`src/rtl/key_sw_pkg.sv`:
```
// key_sw_pkg: shared constants and helpers for the key/switch conditioner.
//   DEFAULT_DEBOUNCE_CYCLES : 10 ms at 50 MHz
//   KEY_RESET_LEVEL         : push-buttons are active-low, idle/released = 1
//   SW_RESET_LEVEL          : slide switches idle = 0
//   cnt_width()             : width of the per-bit stable-time counter
package key_sw_pkg;

    localparam int   DEFAULT_DEBOUNCE_CYCLES = 500000;
    localparam logic KEY_RESET_LEVEL         = 1'b1;
    localparam logic SW_RESET_LEVEL          = 1'b0;

    // The counter only has to reach DEBOUNCE_CYCLES-1, so clog2 is enough.
    // It is clamped to 1 bit so tiny test values still give a legal vector.
    function automatic int cnt_width(input int debounce_cycles);
        int w;
        w = $clog2(debounce_cycles);
        return (w < 1) ? 1 : w;
    endfunction

endpackage

```
`src/rtl/key_sw_conditioner_debounce_bit.sv`:
```
// debounce_bit: single-bit synchronizer + stable-time debouncer + edge events.
//   clk_clk : system clock
//   reset   : asynchronous active-high reset
//   raw     : asynchronous board pin
//   level   : debounced level (resets to RESET_LEVEL)
//   rise    : 1-cycle pulse on the first cycle level shows 0->1
//   fall    : 1-cycle pulse on the first cycle level shows 1->0
module debounce_bit
    import key_sw_pkg::*;
#(
    parameter int   DEBOUNCE_CYCLES = DEFAULT_DEBOUNCE_CYCLES,
    parameter logic RESET_LEVEL     = 1'b0
) (
    input  logic clk_clk,
    input  logic reset,
    input  logic raw,
    output logic level,
    output logic rise,
    output logic fall
);

    localparam int              CW       = cnt_width(DEBOUNCE_CYCLES);
    localparam logic [CW-1:0]   CNT_LAST = CW'(DEBOUNCE_CYCLES - 1);

    logic          sync1_q, sync1_d;
    logic          sync2_q, sync2_d;
    logic          deb_q,   deb_d;
    logic          prev_q,  prev_d;
    logic [CW-1:0] cnt_q,   cnt_d;

    always_comb begin
        sync1_d = raw;
        sync2_d = sync1_q;
        prev_d  = deb_q;
        deb_d   = deb_q;
        cnt_d   = '0;
        // Count only while the synchronized input disagrees with the output;
        // any agreement (bounce back) clears the count.
        if (sync2_q != deb_q) begin
            if (cnt_q == CNT_LAST) begin
                deb_d = sync2_q;
                cnt_d = '0;
            end else begin
                cnt_d = cnt_q + CW'(1);
            end
        end
    end

    always_ff @(posedge clk_clk or posedge reset) begin
        if (reset) begin
            sync1_q <= RESET_LEVEL;
            sync2_q <= RESET_LEVEL;
            deb_q   <= RESET_LEVEL;
            prev_q  <= RESET_LEVEL;
            cnt_q   <= '0;
        end else begin
            sync1_q <= sync1_d;
            sync2_q <= sync2_d;
            deb_q   <= deb_d;
            prev_q  <= prev_d;
            cnt_q   <= cnt_d;
        end
    end

    assign level = deb_q;
    assign rise  = ~prev_q & deb_q;
    assign fall  = prev_q & ~deb_q;

endmodule

```
`src/rtl/key_sw_conditioner.sv`:
```
// key_sw_conditioner: cleans DE2-115 push-buttons and slide switches for PIO.
//   clk_clk     : 50 MHz system clock
//   reset       : asynchronous active-high reset
//   key_raw     : raw push-button pins (pressed = 0)
//   sw_raw      : raw slide-switch pins
//   key_out     : debounced key levels
//   sw_out      : debounced switch levels
//   key_press   : 1-cycle pulse when key_out[i] goes 1->0
//   key_release : 1-cycle pulse when key_out[i] goes 0->1
//   sw_toggle   : 1-cycle pulse on any change of sw_out[i]
module key_sw_conditioner
    import key_sw_pkg::*;
#(
    parameter int N_KEY           = 2,
    parameter int N_SW            = 4,
    parameter int DEBOUNCE_CYCLES = DEFAULT_DEBOUNCE_CYCLES
) (
    input  logic             clk_clk,
    input  logic             reset,
    input  logic [N_KEY-1:0] key_raw,
    input  logic [N_SW-1:0]  sw_raw,
    output logic [N_KEY-1:0] key_out,
    output logic [N_SW-1:0]  sw_out,
    output logic [N_KEY-1:0] key_press,
    output logic [N_KEY-1:0] key_release,
    output logic [N_SW-1:0]  sw_toggle
);

    logic [N_SW-1:0] sw_rise;
    logic [N_SW-1:0] sw_fall;

    // Keys are active-low: a falling level is a press.
    for (genvar i = 0; i < N_KEY; i++) begin : g_key
        debounce_bit #(
            .DEBOUNCE_CYCLES(DEBOUNCE_CYCLES),
            .RESET_LEVEL    (KEY_RESET_LEVEL)
        ) u_deb (
            .clk_clk(clk_clk),
            .reset  (reset),
            .raw    (key_raw[i]),
            .level  (key_out[i]),
            .rise   (key_release[i]),
            .fall   (key_press[i])
        );
    end

    for (genvar i = 0; i < N_SW; i++) begin : g_sw
        debounce_bit #(
            .DEBOUNCE_CYCLES(DEBOUNCE_CYCLES),
            .RESET_LEVEL    (SW_RESET_LEVEL)
        ) u_deb (
            .clk_clk(clk_clk),
            .reset  (reset),
            .raw    (sw_raw[i]),
            .level  (sw_out[i]),
            .rise   (sw_rise[i]),
            .fall   (sw_fall[i])
        );
    end

    assign sw_toggle = sw_rise | sw_fall;

endmodule

```
`config.mk`:
```
export PLATFORM = sky130hd
export DESIGN_NAME = key_sw_conditioner
export DESIGN_NICKNAME = d
export VERILOG_FILES = /design/src/rtl/key_sw_pkg.sv /design/src/rtl/key_sw_conditioner_debounce_bit.sv /design/src/rtl/key_sw_conditioner.sv
export SDC_FILE = /design/constraint.sdc
export NUM_CORES = 1
export LEC_CHECK = 0
export ABC_AREA = 1
export CAP_MARGIN = 10
export CORE_MARGIN = 4
export CORE_UTILIZATION = 40
export DETAILED_ROUTE_END_ITERATION = 12
export DONT_BUFFER_PORTS = 1
export MAX_ROUTING_LAYER = met4
export PLACE_DENSITY = 0.53
export SLEW_MARGIN = 30
export SYNTH_ARGS = -nofsm -noshare
export SYNTH_HDL_FRONTEND = slang
export SYNTH_SLANG_ARGS = --single-unit
```
`constraint.sdc`:
```
create_clock -name clk_clk -period 6.1 [get_ports clk_clk]
set_input_delay 1.525 -clock clk_clk [delete_from_list [all_inputs] [get_ports clk_clk]]
set_output_delay 1.525 -clock clk_clk [all_outputs]
set_load 0.05 [all_outputs]
```
==> results of run 1 <==
## through the flow
step	setup WS [ns]	instance area, um^2	power (mW)
final	2.60	8450	2.12
after global routing	2.51	8450	2.21
after CTS	2.52	8440	2.16
after detailed placement	2.97	7790	1.01
after global placement	3.00	7790	1.01
after floorplan	0.892	7620	0.998
## state kept, by name, indices dropped and copies added (netlist names), 4 cells and up
| register | count |
|---|---|
| g_key.u_deb.cnt_q | 38 |
| g_sw.u_deb.cnt_q | 76 |
| g_sw.u_deb.level | 4 |
| g_sw.u_deb.prev_q | 4 |
| g_sw.u_deb.sync1_q | 4 |
| g_sw.u_deb.sync2_q | 4 |
## worst max path at each step
| stage | startpoint | to | slack [ns] |
|---|---|---|---|
| floorplan | reset | g_key[0].u_deb.cnt_q[0] | 0.89 |
| detailed placement | g_sw[3].u_deb.level | sw_toggle[3] | 2.97 |
| CTS | g_sw[3].u_deb.level | sw_toggle[3] | 2.52 |
| global route | g_sw[1].u_deb.level | sw_toggle[1] | 2.51 |
| finish | g_sw[1].u_deb.level | sw_toggle[1] | 2.60 |
| global placement | g_sw[3].u_deb.level | sw_toggle[3] | 3.00 |
## power groups by stage
stage | Combinational [mW] | Clock (mW) | Sequential (mW)
4_1_cts | 0.0595 | 1.16 | 0.939
6_report | 0.0562 | 1.13 | 0.939
3_5_place_dp | 0.0593 | 0 | 0.956
2_1_floorplan | 0.0444 | 0 | 0.954
5_1_grt | 0.0676 | 1.21 | 0.940
3_3_place_gp | 0.0587 | 0 | 0.955
## cell type report
| cell class | instances | area, um^2 |
|---|---|---|
| sequential | 138 | 3460 |
| timing repair buffer | 1 | 7.51 |
| multi-input combinational | 728 | 3610 |
| clock inverter | 12 | 185 |
| clock buffer | 20 | 467 |
| tap | 234 | 293 |
| inverter | 111 | 424 |
| fill | 1895 | 10300 |
## per-layer routing
| layer | GRT usage [%] | wire length [um] |
|---|---|---|
| met5 | - | 0 |
| met4 | 3.53 | 89 |
| met3 | 3.89 | 325 |
| met2 | 22.7 | 6540 |
| met1 | 21.4 | 7960 |
## logic make-up (layout without fill, tap and decap cells)
kind of cell	after synthesis	after routing	synth area share (%)
and+or+nand+nor	624	624	36.1
DFF	138	138	45.5
buffers and inverters	130	144	7.23
xor gates and xnor gates	65	65	7.67
AOI/OAI and AO/OA	33	33	2.58
adders and majority gates	6	6	0.986
## cells in the final DEF, fill, tap and decap left out, drive strengths merged, types with 4 or more instances in the layout
| cell type | instances |
|---|---|
| and2 | 6 |
| dfstp | 8 |
| inv | 115 |
| bufinv | 4 |
| nor3 | 8 |
| a21oi | 18 |
| dfrtp | 130 |
| clkbuf | 20 |
| nand3 | 80 |
| xor2 | 48 |
| o21bai | 8 |
| ha | 6 |
| nand2 | 221 |
| nand4 | 11 |
| xnor2 | 17 |
| nor2 | 286 |
| nor3b | 10 |
| o21ai | 7 |
==> results by group, run 1 <==
Global routing
  • Total global-route track usage: 15.3%
  • First-pass GRT wire length: ~27 mm
  • GRT overflow: 0
  • Vias in the first global route: around 5500
  • Initial antenna violation count: 0
  • Largest net degree at the start of global routing: ~100

Timing
  • Period minus WS final: roughly 3.5 ns
  • Worst hold slack: roughly 0.35 ns
  • Total negative slack: 0 ns
  • Final Max Tran Viols: 0
  • Fin crit share: roughly 57%
  • # setup viols final: 0
  • Final Skew: 0.00825 ns
  • Max Fclk: 286 MHz
  • Least-Margin Pin Slew: between 1 and 1.5 ns
  • Max-slew headroom: 31.9%
  • Final hold vios: 0
  • RSZ-0062 raised after global routing: no

Floorplan
  • Die height: 146 um
  • Row count: 50
  • Core area: about 19000 um^2
  • Initial Util: 40.7%
  • Die Wd: roughly 150 um
  • Die ar.: between 20000 and 25000 um^2
  • I/O pin total: 22

Min path
  • Hold Path End: g_sw[2].u_deb.sync2_q
  • Hold Crit Class: flip-flop to flip-flop
  • Hold Crit Depth: 0
  • Hold_sp: g_sw[2].u_deb.sync1_q

Power
  • Comb power frac: between 2 and 3%
  • Int Power: 1.67 mW
  • Power per Cell Area: approximately 250 nW/um^2
  • Clk pwr share: roughly 53%
  • Leakage power total: 3.73 nW
  • Reg power frac: between 40% and 50%
  • Psw: between 0.4 and 0.5 mW
  • Worst vdd ir: approximately 260 uV
  • Sw Ratio: a little over a fifth

Critical path
  • Slowest stage cell, crit path: xor2_1
  • CP Capture Type: output pin
  • Worst Path Arrival: roughly 2.0 ns
  • Reg2reg setup slack: roughly 4.3 ns
  • R2R Path Start: g_key[0].u_deb.level
  • CP Cell Sequence: xor2_1
  • CP Class: flip-flop to output pin
  • CP Depth: 1
  • Reg-to-Reg End: g_key[0].u_deb.cnt_q[2]
  • WP buf/inv: 0
  • Startpoint Class: flip-flop
  • WP data required: roughly 4.6 ns
  • Top fanout value on the critical path: 5
  • Kind of cell adding the most delay to the critical path: XOR/XNOR gates
  • CP max stage delay: ~0.86 ns
  • FF-to-FF path depth: 3

Outcome
  • Status: completed

Clocking
  • CTS Buf Count: 17
  • CTS max path bufs: 2
  • Worst-Skew Late Latency: 0.41 ns
  • PostCTS Resize Cnt: 0
  • H-tree levels: 4
  • Hold Buf Count CTS: 0
  • TritonCTS clock tree: done
  • Setup Fix Bufs, Post-CTS: 0
  • Total clock sinks: roughly 140
  • CTS root buffer: clkbuf_16
  • Reg clk slew, reported paths: about 0.060 ns

Logic synthesis
  • Most frequent cells after synthesis: 254 x nor2_1, 202 x nand2_1, 130 x dfrtp_1, 109 x inv_1, 78 x nand3_1
  • Mapped Nets: ~1000
  • Mapped Area: 7620 um^2
  • Synth Flop Type: dfrtp_1
  • Post-synth cell types: 30
  • Register area share after synthesis: between 40% and 50%
  • Most frequent cell after synthesis: nor2_1
  • Share of the synthesized area in the top cell type: a little over two fifths
  • Flops & latches, synth: between 100 and 150
  • Post-synthesis cell count: about 1000
  • EDFF count, synth: 0
  • Async S/R FF share, synth: 100%
  • Syn avg cell area: ~7.6 um^2
  • Synth area leaders: dfrtp_1 43%, nor2_1 13%, nand2_1 10%
  • Yosys warns: 0
  • Largest area contributor in the netlist: dfrtp_1

Detailed routing
  • Post-DR vias/cell: approximately 4.7
  • DRT antenna net count: 0
  • Avg WL per Cell: about 12 um
  • DR pass1 iterations: 4
  • DRC marker count from the first detailed-route iteration: about 280
  • DRC Markers: 0
  • Vias: between 5000 and 6000
  • Routed wire length: between 10 and 15 mm

Layout
  • Layout cell share with drive strength beyond 1: between 10% and 20%
  • Final core utilization: 45.2%
  • Final std cells w/o fill: about 1200
  • N_diodes: 0
  • Area growth from synthesis to layout: 10.9%
  • Fin nets: around 1000

Run
  • Max cap viols: 0

Place
  • Routability cong.: about 0.87
  • Number of I/O port buffers: 0
  • HPWL after DPL: roughly 11 mm
  • Placed Instances: ~1200
No activity file was read; power rests on OpenSTA's default activity.
==> run 2, diff against run 1 <==
--- a/config.mk
+++ b/config.mk
@@ -12,7 +12,7 @@
 export DETAILED_ROUTE_END_ITERATION = 12
 export DONT_BUFFER_PORTS = 1
 export MAX_ROUTING_LAYER = met4
-export PLACE_DENSITY = 0.53
+export PLACE_DENSITY = 0.55
 export SLEW_MARGIN = 30
 export SYNTH_ARGS = -nofsm -noshare
 export SYNTH_HDL_FRONTEND = slang
==> constraint.sdc (replaced) <==
create_clock -name clk_clk -period 3 [get_ports clk_clk]
set_input_delay 0.75 -clock clk_clk [delete_from_list [all_inputs] [get_ports clk_clk]]
set_output_delay 0.75 -clock clk_clk [all_outputs]
set_load 0.05 [all_outputs]
==> run 2 against run 1 <==
Cell area up 0.27%; wire length is 0.82% lower; via count hardly changed; clock power grew 85%; flip-flop and latch count unchanged; register-to-register slack got worse by 3.0 ns; clock skew decreased by 0.0030 ns; worst setup slack worse by 1.9 ns; die area unchanged; final cell count rose by 0.72%; core utilization rose by 0.12 points.
==> results by group, run 2 (synthesis results as in run 1) <==
Outcome
  • Status: completed

Power
  • Psw: 0.865 mW (+90%)
  • Sw Ratio: 21.0% (-0.47 points)
  • Reg power frac: 46.5% (+2.3 points)
  • Comb power frac: 2.9% (+0.3 points)
  • Int Power: 3.25 mW (+95%)
  • Leakage power total: 3.76 nW (+0.73%)
  • Worst vdd ir: 363 uV (+37%)
  • Clk pwr share: 50.7% (-2.4 points)
  • Power per Cell Area: 486 nW/um^2 (+93%)

Layout
  • Number of flip-flops in the largest register: 76 (unchanged)
  • Highest-count cells in the layout ignoring fill and taps: 254 x nor2_1, 202 x nand2_1, 130 x dfrtp_1
  • Fin nets: 1020 (+0.89%)
  • Area growth from synthesis to layout: 11.2%
  • Layout cell share with drive strength beyond 1: 10.5% (+0.40 points)
  • Final std cells w/o fill: 1253 (+0.72%)
  • Final core utilization: 45.3% (+0.12 points)
  • Commonest non-fill, non-tap cell in the layout: nor2_1
  • Top reg by flops: g_sw.u_deb.cnt_q
  • Regs by FF count: g_sw.u_deb.cnt_q (76), g_key.u_deb.cnt_q (38)
  • # fillers: 1891 (-0.21%)
  • Storage cell area: 3460 um^2 (unchanged)
  • Multi-input gate area: 3600 um^2 (-0.21%)
  • N_diodes: 0 (unchanged)

Global routing
  • Largest net degree at the start of global routing: 85 (-16%)
  • Vias in the first global route: 5681 (+2.7%)
  • GRT overflow: 0 (unchanged)
  • Total global-route track usage: 15.3% (-0.033 points)
  • First-pass GRT wire length: 26.5 mm (-0.44%)
  • Initial antenna violation count: 0 (unchanged)

Detailed routing
  • Routed wire length: 14.8 mm (-0.82%)
  • DRC Markers: 0 (unchanged)
  • Avg WL per Cell: 11.8 um (-1.5%)
  • DR pass1 iterations: 5 (+1)
  • DRC marker count from the first detailed-route iteration: 228 (-17%)
  • Vias: 5814 (-0.034%)
  • DRT antenna net count: 0 (unchanged)
  • Post-DR vias/cell: 4.64 (-0.75%)

Run
  • Max cap viols: 0 (unchanged)

Critical path
  • Startpoint Class: flip-flop
  • CP max stage delay: 0.74 ns (-0.12 ns)
  • CP Class: flip-flop to output pin
  • WP data required: 2.25 ns (-2.33 ns)
  • CP Capture Type: output pin
  • Worst Path Arrival: 1.59 ns (-0.38 ns)
  • Reg-to-Reg End: g_sw[3].u_deb.cnt_q[5]
  • CP Cell Sequence: xor2_1 > buf_4
  • Top fanout value on the critical path: 5 (unchanged)
  • Reg2reg setup slack: 1.28 ns (-3.02 ns)
  • Slowest stage cell, crit path: dfrtp_1
  • FF-to-FF path depth: 4 (+1)
  • R2R Path Start: g_sw[3].u_deb.level

Clocking
  • H-tree levels: 4 (unchanged)
  • Reg clk slew, reported paths: 0.06 ns (about the same)
  • Total clock sinks: 138 (unchanged)
  • CTS Buf Count: 17 (unchanged)
  • TritonCTS clock tree: done
  • CTS root buffer: clkbuf_16
  • Hold Buf Count CTS: 0 (unchanged)
  • PostCTS Resize Cnt: 0 (unchanged)
  • CTS max path bufs: 2 (unchanged)
  • Setup Fix Bufs, Post-CTS: 0 (unchanged)
  • Worst-Skew Late Latency: 0.41 ns (about the same)

Timing
  • Fin crit share: 77.9%
  • Least-Margin Pin Slew: 0.661 ns (-0.356 ns)
  • Worst hold slack: 0.300 ns (-0.0490 ns)
  • Final Skew: 0.00521 ns (-0.00304 ns)
  • RSZ-0062 raised after global routing: no
  • Period minus WS final: between 2 and 2.5 ns
  • Total negative slack: 0 ns (unchanged)
  • Final hold vios: 0 (unchanged)
  • Max-slew headroom: 55.7% (+24 points)
  • # setup viols final: 0 (unchanged)
  • Max Fclk: between 400 and 500 MHz
  • Final Max Tran Viols: 0 (unchanged)

Floorplan
  • I/O pin total: 22 (unchanged)
  • Die height: 146 um (unchanged)
  • Die Wd: 146 um (unchanged)
  • Row count: 50 (unchanged)
  • Core area: 18700 um^2 (unchanged)
  • Initial Util: 40.7% (unchanged)
  • Die ar.: 21300 um^2 (unchanged)

Place
  • Routability cong.: 0.847 (-2.1%)
  • Placed Instances: 1221 (+0.74%)
  • HPWL after DPL: 10.4 mm (-1.4%)
  • Number of I/O port buffers: 0 (unchanged)

Min path
  • Hold Crit Class: primary input to async pin
-- run 2: critical path, delay by kind of cell (launching register included) --
kind      cells  cell delay (ns)
xor+xnor      1             0.21
buf+inv       1             0.22
flops         1             0.74
-- run 2: metrics by stage --
step,worst slack (ns),power (mW),area [um^2]
final,0.664,4.12,8470
after global routing,0.583,4.28,8470
after CTS,0.631,4.18,8470
after detailed placement,1.10,2.07,7880
after global placement,1.11,2.07,7880
after floorplan,0.535,2.03,7620
-- run 2: worst max-delay path by stage --
stage | to | cells after the start | from
2_1_floorplan | g_key[0].u_deb.cnt_q[0] | 1 | reset
3_3_place_gp | sw_toggle[3] | 2 | g_sw[3].u_deb.level
3_5_place_dp | sw_toggle[3] | 2 | g_sw[3].u_deb.level
4_1_cts | sw_toggle[3] | 2 | g_sw[3].u_deb.level
5_1_grt | sw_toggle[3] | 2 | g_sw[3].u_deb.level
6_report | sw_toggle[3] | 2 | g_sw[3].u_deb.level
-- run 2: final cells by class --
| class | instances | share of cell area, % |
|---|---|---|
| Clock buffer | 25 | 5.97 |
| Tap cell | 234 | 3.46 |
| Timing Repair Buffer | 10 | 1.18 |
| Multi-Input combinational cell | 728 | 42.5 |
| Inverter | 111 | 4.96 |
| Clock inverter | 7 | 1.03 |
| Sequential cell | 138 | 40.9 |
-- run 2: power by group through the flow --
stage	combinational (mW)	clock (mW)	sequential (mW)
2_1_floorplan	0.0907	0	1.94
3_3_place_gp	0.123	0	1.94
3_5_place_dp	0.124	0	1.94
4_1_cts	0.124	2.15	1.91
5_1_grt	0.141	2.23	1.91
6_report	0.118	2.09	1.91
-- run 2: metal layers --
layer  track usage, %  routed length, um
met4             5.17                204
met5                -                  0
met3             3.08                375
met1             20.1               7390
met2             23.8               6820
